$ cat src/rtl/riscv_pkg.sv
// riscv_pkg: shared register-address width and hazard FSM state encoding
package riscv_pkg;
   localparam int REG_ADDR_W = 5;
   typedef enum logic [1:0] {
      NORMAL   = 2'b00,
      LU_STALL = 2'b01,
      BR_FLUSH = 2'b10
   } hz_state_t;
endpackage

$ cat src/rtl/hazard_perf_cnt.sv
// hazard_perf_cnt: free-running stall/flush event counters, wrapping modulo 2^32
//   clk, rst_n           : clock, asynchronous active-low reset
//   i_stall, i_flush     : per-cycle event strobes
//   o_stall_cnt/o_flush_cnt : event totals since reset
module hazard_perf_cnt (
   input  logic        clk,
   input  logic        rst_n,
   input  logic        i_stall,
   input  logic        i_flush,
   output logic [31:0] o_stall_cnt,
   output logic [31:0] o_flush_cnt
);
   always_ff @(posedge clk or negedge rst_n)
      if (!rst_n) begin
         o_stall_cnt <= '0;
         o_flush_cnt <= '0;
      end else begin
         o_stall_cnt <= o_stall_cnt + 32'(i_stall);
         o_flush_cnt <= o_flush_cnt + 32'(i_flush);
      end
endmodule

$ cat src/rtl/hazard_unit.sv
// hazard_unit: load-use stall / taken-branch flush control with MEM/WB destination tracking
//   clk, rst_n                       : clock, asynchronous active-low reset
//   rs1_id, rs2_id                   : ID-stage source registers
//   rd_ex, reg_write_ex, mem_read_ex : EX-stage destination, write enable, load flag
//   branch_taken_ex                  : EX-stage redirect
//   rd_mem/rd_wb, reg_write_mem/wb   : delayed destinations for the forwarding unit
//   stall_pc, stall_if_id            : hold PC and IF/ID
//   flush_if_id, flush_id_ex         : squash IF/ID, bubble ID/EX
//   hz_state                         : FSM state
//   stall_cnt, flush_cnt             : event counters, present only with HAZ_PERF_EN defined
module hazard_unit
   import riscv_pkg::*;
(
   input  logic                  clk,
   input  logic                  rst_n,
   input  logic [REG_ADDR_W-1:0] rs1_id,
   input  logic [REG_ADDR_W-1:0] rs2_id,
   input  logic [REG_ADDR_W-1:0] rd_ex,
   input  logic                  reg_write_ex,
   input  logic                  mem_read_ex,
   input  logic                  branch_taken_ex,
   output logic [REG_ADDR_W-1:0] rd_mem,
   output logic [REG_ADDR_W-1:0] rd_wb,
   output logic                  reg_write_mem,
   output logic                  reg_write_wb,
   output logic                  stall_pc,
   output logic                  stall_if_id,
   output logic                  flush_if_id,
   output logic                  flush_id_ex,
   output logic [1:0]            hz_state
`ifdef HAZ_PERF_EN
   ,
   output logic [31:0]           stall_cnt,
   output logic [31:0]           flush_cnt
`endif
);
   hz_state_t r_state;
   logic      w_lu;
   logic      w_normal;
   assign w_lu = mem_read_ex & reg_write_ex & (rd_ex != '0) &
                 ((rd_ex == rs1_id) | (rd_ex == rs2_id));
   // rst_n gates the combinational outputs so they read 0 throughout reset
   assign w_normal    = rst_n & (r_state == NORMAL);
   assign stall_pc    = w_normal & w_lu & ~branch_taken_ex;
   assign stall_if_id = stall_pc;
   assign flush_if_id = w_normal & branch_taken_ex;
   assign flush_id_ex = w_normal & (branch_taken_ex | w_lu);
   assign hz_state    = r_state;
   always_ff @(posedge clk or negedge rst_n)
      if (!rst_n) begin
         rd_mem        <= '0;
         rd_wb         <= '0;
         reg_write_mem <= 1'b0;
         reg_write_wb  <= 1'b0;
         r_state       <= NORMAL;
      end else begin
         rd_mem        <= rd_ex;
         reg_write_mem <= reg_write_ex;
         rd_wb         <= rd_mem;
         reg_write_wb  <= reg_write_mem;
         // EX holds a bubble in either non-NORMAL state, so its inputs are ignored there
         r_state       <= (r_state != NORMAL) ? NORMAL :
                          branch_taken_ex     ? BR_FLUSH :
                          w_lu                ? LU_STALL : NORMAL;
      end
`ifdef HAZ_PERF_EN
   hazard_perf_cnt u_perf (
      .clk         (clk),
      .rst_n       (rst_n),
      .i_stall     (stall_pc),
      .i_flush     (flush_if_id),
      .o_stall_cnt (stall_cnt),
      .o_flush_cnt (flush_cnt)
   );
`endif
endmodule

$ cat config.mk
export PLATFORM = sky130hd
export DESIGN_NAME = hazard_unit
export DESIGN_NICKNAME = d
export VERILOG_FILES = /design/src/rtl/riscv_pkg.sv /design/src/rtl/hazard_perf_cnt.sv /design/src/rtl/hazard_unit.sv
export SDC_FILE = /design/constraint.sdc
export NUM_CORES = 1
export LEC_CHECK = 0
export ABC_CLOCK_PERIOD_IN_PS = 3100
export CORE_MARGIN = 1
export CORE_UTILIZATION = 30
export CTS_CLUSTER_SIZE = 25
export DETAILED_ROUTE_END_ITERATION = 10
export PLACE_DENSITY = 0.69
export SYNTH_ARGS = -nofsm -noshare
export SYNTH_HDL_FRONTEND = slang
export SYNTH_SLANG_ARGS = --single-unit
$ cat constraint.sdc
create_clock -name clk -period 3.1 [get_ports clk]
set_input_delay 0.93 -clock clk [delete_from_list [all_inputs] [get_ports clk]]
set_output_delay 0.93 -clock clk [all_outputs]
set_load 0.03 [all_outputs]
==> impl_metrics.tcl, run 1 <==
set metrics [dict create \
    status "complete, no violations" \
    critPathRequiredTime_ns 2.17 \
    clock_latency_ns 0.27 \
    clk_path_buf_depth 2 \
    antenna_found_initial 0 \
    seq_area_frac_synth_pct 60.34 \
    tightest_slew_ns 0.3118 \
    finalCritPeriodShare_pct 98.29 \
    clkSlewWorstSetupHoldPaths_ns 0.08 \
    setup_ws_ns 0.05306 \
    slew_headroom_pct 79.15 \
    place_congestion 0.6998 \
    clock_skew_ns 0.001844 \
    synth_seq_cells 14 \
    end_kind "primary output" \
    drt-total-wl_mm 1.202 \
    cts-root-buf "clkbuf_4" \
    design_area_sq_mm 0.001065 \
    reg2reg_depth 3 \
    final_common_cell "clkdlybuf4s50_1" \
    grt_usage_pct 13.19 \
    die_w_um 45.99 \
    drv_cap 0 \
    fillCellCount 166 \
    ctsHoldBuffers 0 \
    place_area_sq_mm 0.001030 \
    num_vias 507 \
    max_freq_mhz 328.2 \
    finalHoldViolations 0 \
    crit_family "simple AND/OR/NAND/NOR gates" \
    grt_pass1_wl_mm 1.863 \
    vdd_drop_max_uv 162.1 \
    port_buffers 37 \
    drcViolationCount 0 \
    power.leakage_nw 0.5292 \
    arrival_ns 2.12 \
    cts_tree "yes" \
    period_minus_slack_ns 3.047 \
    initial_core_util_pct 32.91 \
    critPathLaunchType "primary input" \
    final_cell_mix "17 x clkdlybuf4s50_1, 14 x dfrtp_1, 12 x buf_4" \
    use_met1_pct 14.71 \
    postLayoutCoreUtil_pct 60.35 \
    hp-class "register to register" \
    pre_cts_slack_ns -0.2322 \
    overflow 0 \
    reg2reg_to "hz_state[0]$_DFF_PN0_" \
    power_density_mw_per_mm2 395.3 \
    ioPinCount 38 \
    hpwl_mm 1.012 \
    rows 15 \
    drt_iter0_markers 3 \
    synth_nets 64 \
    fp.dieH_um 45.99 \
    crit_start "rd_ex[3]" \
    worst-path-buf-inv 2 \
    hold_path_depth 0 \
    grt_pass1_vias 469 \
    rsz0062_at_grt "false" \
    dieArea_sq_mm 0.002115 \
    reg2reg_slack_ns 2.12 \
    setup_tns_ns 0 \
    met3_usage_pct 2.381 \
    timing.rr.start "hz_state[1]$_DFF_PN0_" \
    finalSetupViolCount 0 \
    crit_path_max_incr_delay_ns 0.51 \
    numClockSinks 14 \
    post-cts-setup-buffers 0 \
    final_nets 113 \
    antenna_cells 0 \
    whs_ns 0.3786 \
    cp_max_fo 4 \
    avgViaCountPerCell 4.333 \
    synth_warnings 0 \
    cts_buffers 3 \
    area_growth_pct 83.40 \
    synthCells 44 \
    power_mw 0.4209 \
    synthesis.area_sq_um 580.6 \
    path_cells "dlygate4sd2_1, or4_4, nor2_4, o31ai_2, buf_4" \
    placedCellCount 113 \
    busiest_layer "met2" \
    crit_slowest_cell "or4_4" \
    slew_viol_final 0 \
    hold_end "reg_write_wb$_DFF_PN0_" \
    drt-wirelength-per-cell_um 10.27 \
    htreeDepth 1 \
    path_class "primary input to primary output" \
    coreArea_sq_mm 0.001764 \
    grt_max_degree 15 \
    fin_cells 117 \
    ant_nets 0 \
    avgSynthCellArea_sq_um 13.19 \
    grt_use_met2_pct 21.69 \
    synth.distinct_cells 16 \
    hp-start "reg_write_mem$_DFF_PN0_" \
    drtPass1Iterations 4 \
    drive_above_1_share_pct 31.52 \
]
[cell usage after synthesis, drive strengths merged]
| master | count | area [sq um] |
|---|---|---|
| nor2 | 5 | 26.27 |
| nand3 | 3 | 15.01 |
| or4 | 1 | 11.26 |
| xor2 | 10 | 87.58 |
| buf | 1 | 7.510 |
| and2 | 1 | 6.260 |
| inv | 1 | 3.750 |
| nand4 | 1 | 6.260 |
| o31ai | 1 | 12.51 |
| nor4 | 1 | 12.51 |
| nor3 | 3 | 25.02 |
| dfrtp | 14 | 350.3 |
| a22oi | 1 | 12.51 |
| nand2 | 1 | 3.750 |
[area by class of cell]
class	instances	area, sq um	share of cell area [%]
inverter	1	3.754	0.3525
tap	25	31.28	2.938
sequential	14	350.3	32.90
timing repair buffer	45	411.6	38.66
multi-input combinational	28	231.5	21.74
clock buffer	4	36.28	3.408
[worst max path at each step]
stage                        to  slack [ns]  cells after the start
global placement    flush_id_ex       -0.20                      6
floorplan              stall_pc        0.03                      5
detailed placement  flush_id_ex       -0.23                      6
CTS                 flush_id_ex       0.004                      6
global route        stall_if_id       0.002                      6
finish              flush_id_ex        0.05                      5
[layer usage]
| metal | routed length (um) | vias to the layer above |
|---|---|---|
| li1 | - | 241 |
| met1 | 438 | 227 |
| met2 | 634 | 35 |
| met3 | 90 | 4 |
| met4 | 40 | 0 |
| met5 | 0 | - |
[power breakdown]
part	internal, mW	leakage (nW)	switching [mW]	total [mW]
Clock	0.0714	0.0210	0.0532	0.125
Sequential	0.191	0.166	0.00338	0.195
Combinational	0.0485	0.342	0.0531	0.102
Total	0.311	0.529	0.110	0.421
[state kept, by name, indices dropped and copies added (netlist names)]
signal	flops
hz_state	2
rd_mem	5
rd_wb	5
reg_write_mem	1
reg_write_wb	1
[timing repair]
action	4_1_cts	5_1_grt
gates resized for setup	10	15
pin swaps	5	8
endpoints found under the setup margin	3	3
[kinds of logic (layout without fill, tap and decap cells)]
family,Yosys count,count (layout),synth area share (%)
AO/OA/AOI/OAI,2,2,4.310
XOR/XNOR,10,10,15.09
buffers and inverters,2,50,1.940
flip-flops,14,14,60.35
AND/OR/NAND/NOR,16,16,18.32
[worst register-to-register path, cell delays in order (launching register included)]
cell and delay (ns):
dfrtp_1 0.39, nor2_1 0.25, nand3_1 0.13, nor4_2 0.13
No activity file was read; power rests on OpenSTA's default activity.
==> run 2, diff against run 1 <==
==> constraint.sdc (replaced) <==
create_clock -name clk -period 3.1 [get_ports clk]
set_input_delay 0.465 -clock clk [delete_from_list [all_inputs] [get_ports clk]]
set_output_delay 0.465 -clock clk [all_outputs]
set_load 0.03 [all_outputs]
==> run 2 against run 1 <==
Net effect: critical path depth up 1; cell area down 4.3%; worst hold slack better by 0.0018 ns; flip-flop and latch count unchanged; via count down 5.9%; clock power down 4%; total power down 1.1%; final cell count down 6.0%; largest cell class unchanged.
==> impl_metrics.tcl, run 2 (same netlist as run 1, synthesis figures left out) <==
set metrics [dict create \
    final_common_cell "clkdlybuf4s50_1" \
    finalCritPeriodShare_pct 95.84 \
    power.leakage_nw 0.4155 \
    drtPass1Iterations 2 \
    overflow 0 \
    tightest_slew_ns 0.3151 \
    ant_nets 0 \
    path_cells "clkdlybuf4s50_1, xor2_1, nor3_2, a22oi_2, nor3_1, clkdlybuf4s50_1" \
    clock_latency_ns 0.26 \
    post-cts-setup-buffers 0 \
    clk_path_buf_depth 2 \
    avgViaCountPerCell 4.336 \
    period_minus_slack_ns 2.971 \
    whs_ns 0.3805 \
    drt_iter0_markers 1 \
    coreArea_sq_mm 0.001764 \
    power_density_mw_per_mm2 408.5 \
    rsz0062_at_grt "false" \
    critPathLaunchType "primary input" \
    multi_input_area_sq_um 219.0 \
    grt_pass1_wl_mm 1.814 \
    critPathRequiredTime_ns 2.63 \
    power_mw 0.4160 \
    ioPinCount 38 \
    finalSetupViolCount 0 \
    port_buffers 37 \
    drt-wirelength-per-cell_um 10.47 \
    setup_ws_ns 0.1291 \
    drv_cap 0 \
    crit_path_max_incr_delay_ns 0.72 \
    htreeDepth 1 \
    cp_max_fo 4 \
    numClockSinks 14 \
    drt-total-wl_mm 1.152 \
    cts-resized-gates 0 \
    crit_family "buffers and inverters" \
    initial_core_util_pct 32.91 \
    status "complete, no violations" \
    path_class "primary input to primary output" \
    grt_max_degree 15 \
    vdd_drop_max_uv 178.8 \
    dieArea_sq_mm 0.002115 \
    area_growth_pct 75.43 \
    fillCellCount 172 \
    cts-root-buf "clkbuf_4" \
    drive_above_1_share_pct 14.12 \
    cts_buffers 3 \
    placedCellCount 106 \
    hpwl_mm 1.021 \
    crit_slowest_cell "clkdlybuf4s50_1" \
    num_vias 477 \
    antenna_cells 0 \
    final_nets 106 \
    place_congestion 0.6031 \
    pre_cts_slack_ns 0.1260 \
    fp.dieH_um 45.99 \
    clkSlewWorstSetupHoldPaths_ns 0.07 \
    worst-path-buf-inv 2 \
    slew_headroom_pct 78.93 \
    clock_skew_ns 0.0003321 \
    slew_viol_final 0 \
    max_freq_mhz 336.6 \
    hp-class "register to register" \
    grt_pass1_vias 446 \
    drcViolationCount 0 \
    arrival_ns 2.51 \
    setup_tns_ns 0 \
    regArea_sq_um 350.3 \
    die_w_um 45.99 \
    cpMostUsedCell "clkdlybuf4s50_1" \
    ctsHoldBuffers 0 \
    rows 15 \
    fin_cells 110 \
    finalHoldViolations 0 \
    end_kind "primary output" \
    cts_tree "yes" \
    final_cell_mix "37 x clkdlybuf4s50_1, 14 x dfrtp_1, 10 x xor2_1" \
    antenna_found_initial 0 \
    grt_usage_pct 12.69 \
]
[run 2: changes by cell type in the layout (fill, tap and decap cells not counted), sizes merged]
cell and change:
dlymetal6s2s -7, dlygate4sd2 -5, buf -11, clkdlybuf4s50 +20, clkbuf -4
[run 2: where the power goes]
group          internal, mW  switching, mW
Clock                0.0712         0.0492
Sequential            0.191        0.00333
Combinational        0.0500         0.0510
[run 2: path summary, 6_finish.rpt]
path / startpoint / end / cells after the start / slack (ns)
worst max-delay path: rd_ex[0] / stall_pc / 6 / 0.13
worst min-delay path: rd_mem[3]$_DFF_PN0_ / rd_wb[3]$_DFF_PN0_ / 0 / 0.38
worst max register to register: hz_state[1]$_DFF_PN0_ / hz_state[0]$_DFF_PN0_ / 3 / 2.04
worst min register to register: rd_mem[3]$_DFF_PN0_ / rd_wb[3]$_DFF_PN0_ / 0 / 0.38
max in group asynchronous: rst_n / rd_wb[2]$_DFF_PN0_ / 2 / 2.32
min in group asynchronous: rst_n / rd_mem[0]$_DFF_PN0_ / 2 / 0.62
[run 2: routing by layer]
| metal | up-vias | share of wire (%) | global-route usage, % |
|---|---|---|---|
| met4 | 0 | 1.2 | 8.824 |
| met2 | 24 | 53 | 20.85 |
| met3 | 2 | 5.9 | 1.587 |
| li1 | 231 | - | - |
| met5 | - | 0 | 0 |
| met1 | 220 | 39 | 15.17 |
[run 2: layout make-up]
type | instances | area share [%]
Sequential cell | 14 | 34.40
Inverter | 1 | 0.3685
Timing Repair Buffer | 38 | 37.10
Multi-Input combinational cell | 28 | 21.50
Clock buffer | 4 | 3.563
Tap cell | 25 | 3.071
[run 2: worst reg2reg max path, delay by kind of cell (launching register included)]
| family | cells | cell delay, ns |
|---|---|---|
| simple gates | 3 | 0.59 |
| flops | 1 | 0.38 |
[run 2: stage by stage]
step                util, %  area [sq um]
finish                57.73          1018
global route          57.73          1018
CTS                   57.73          1018
detailed placement    55.67         982.2
global placement      55.67         982.2
floorplan                 -         580.6
==> run 3, diff against run 2 <==
Settings changed: CTS_CLUSTER_DIAMETER set to 200.
==> results of run 3 <==
The final DEF is identical to that of run 2; final timing and power are the same.
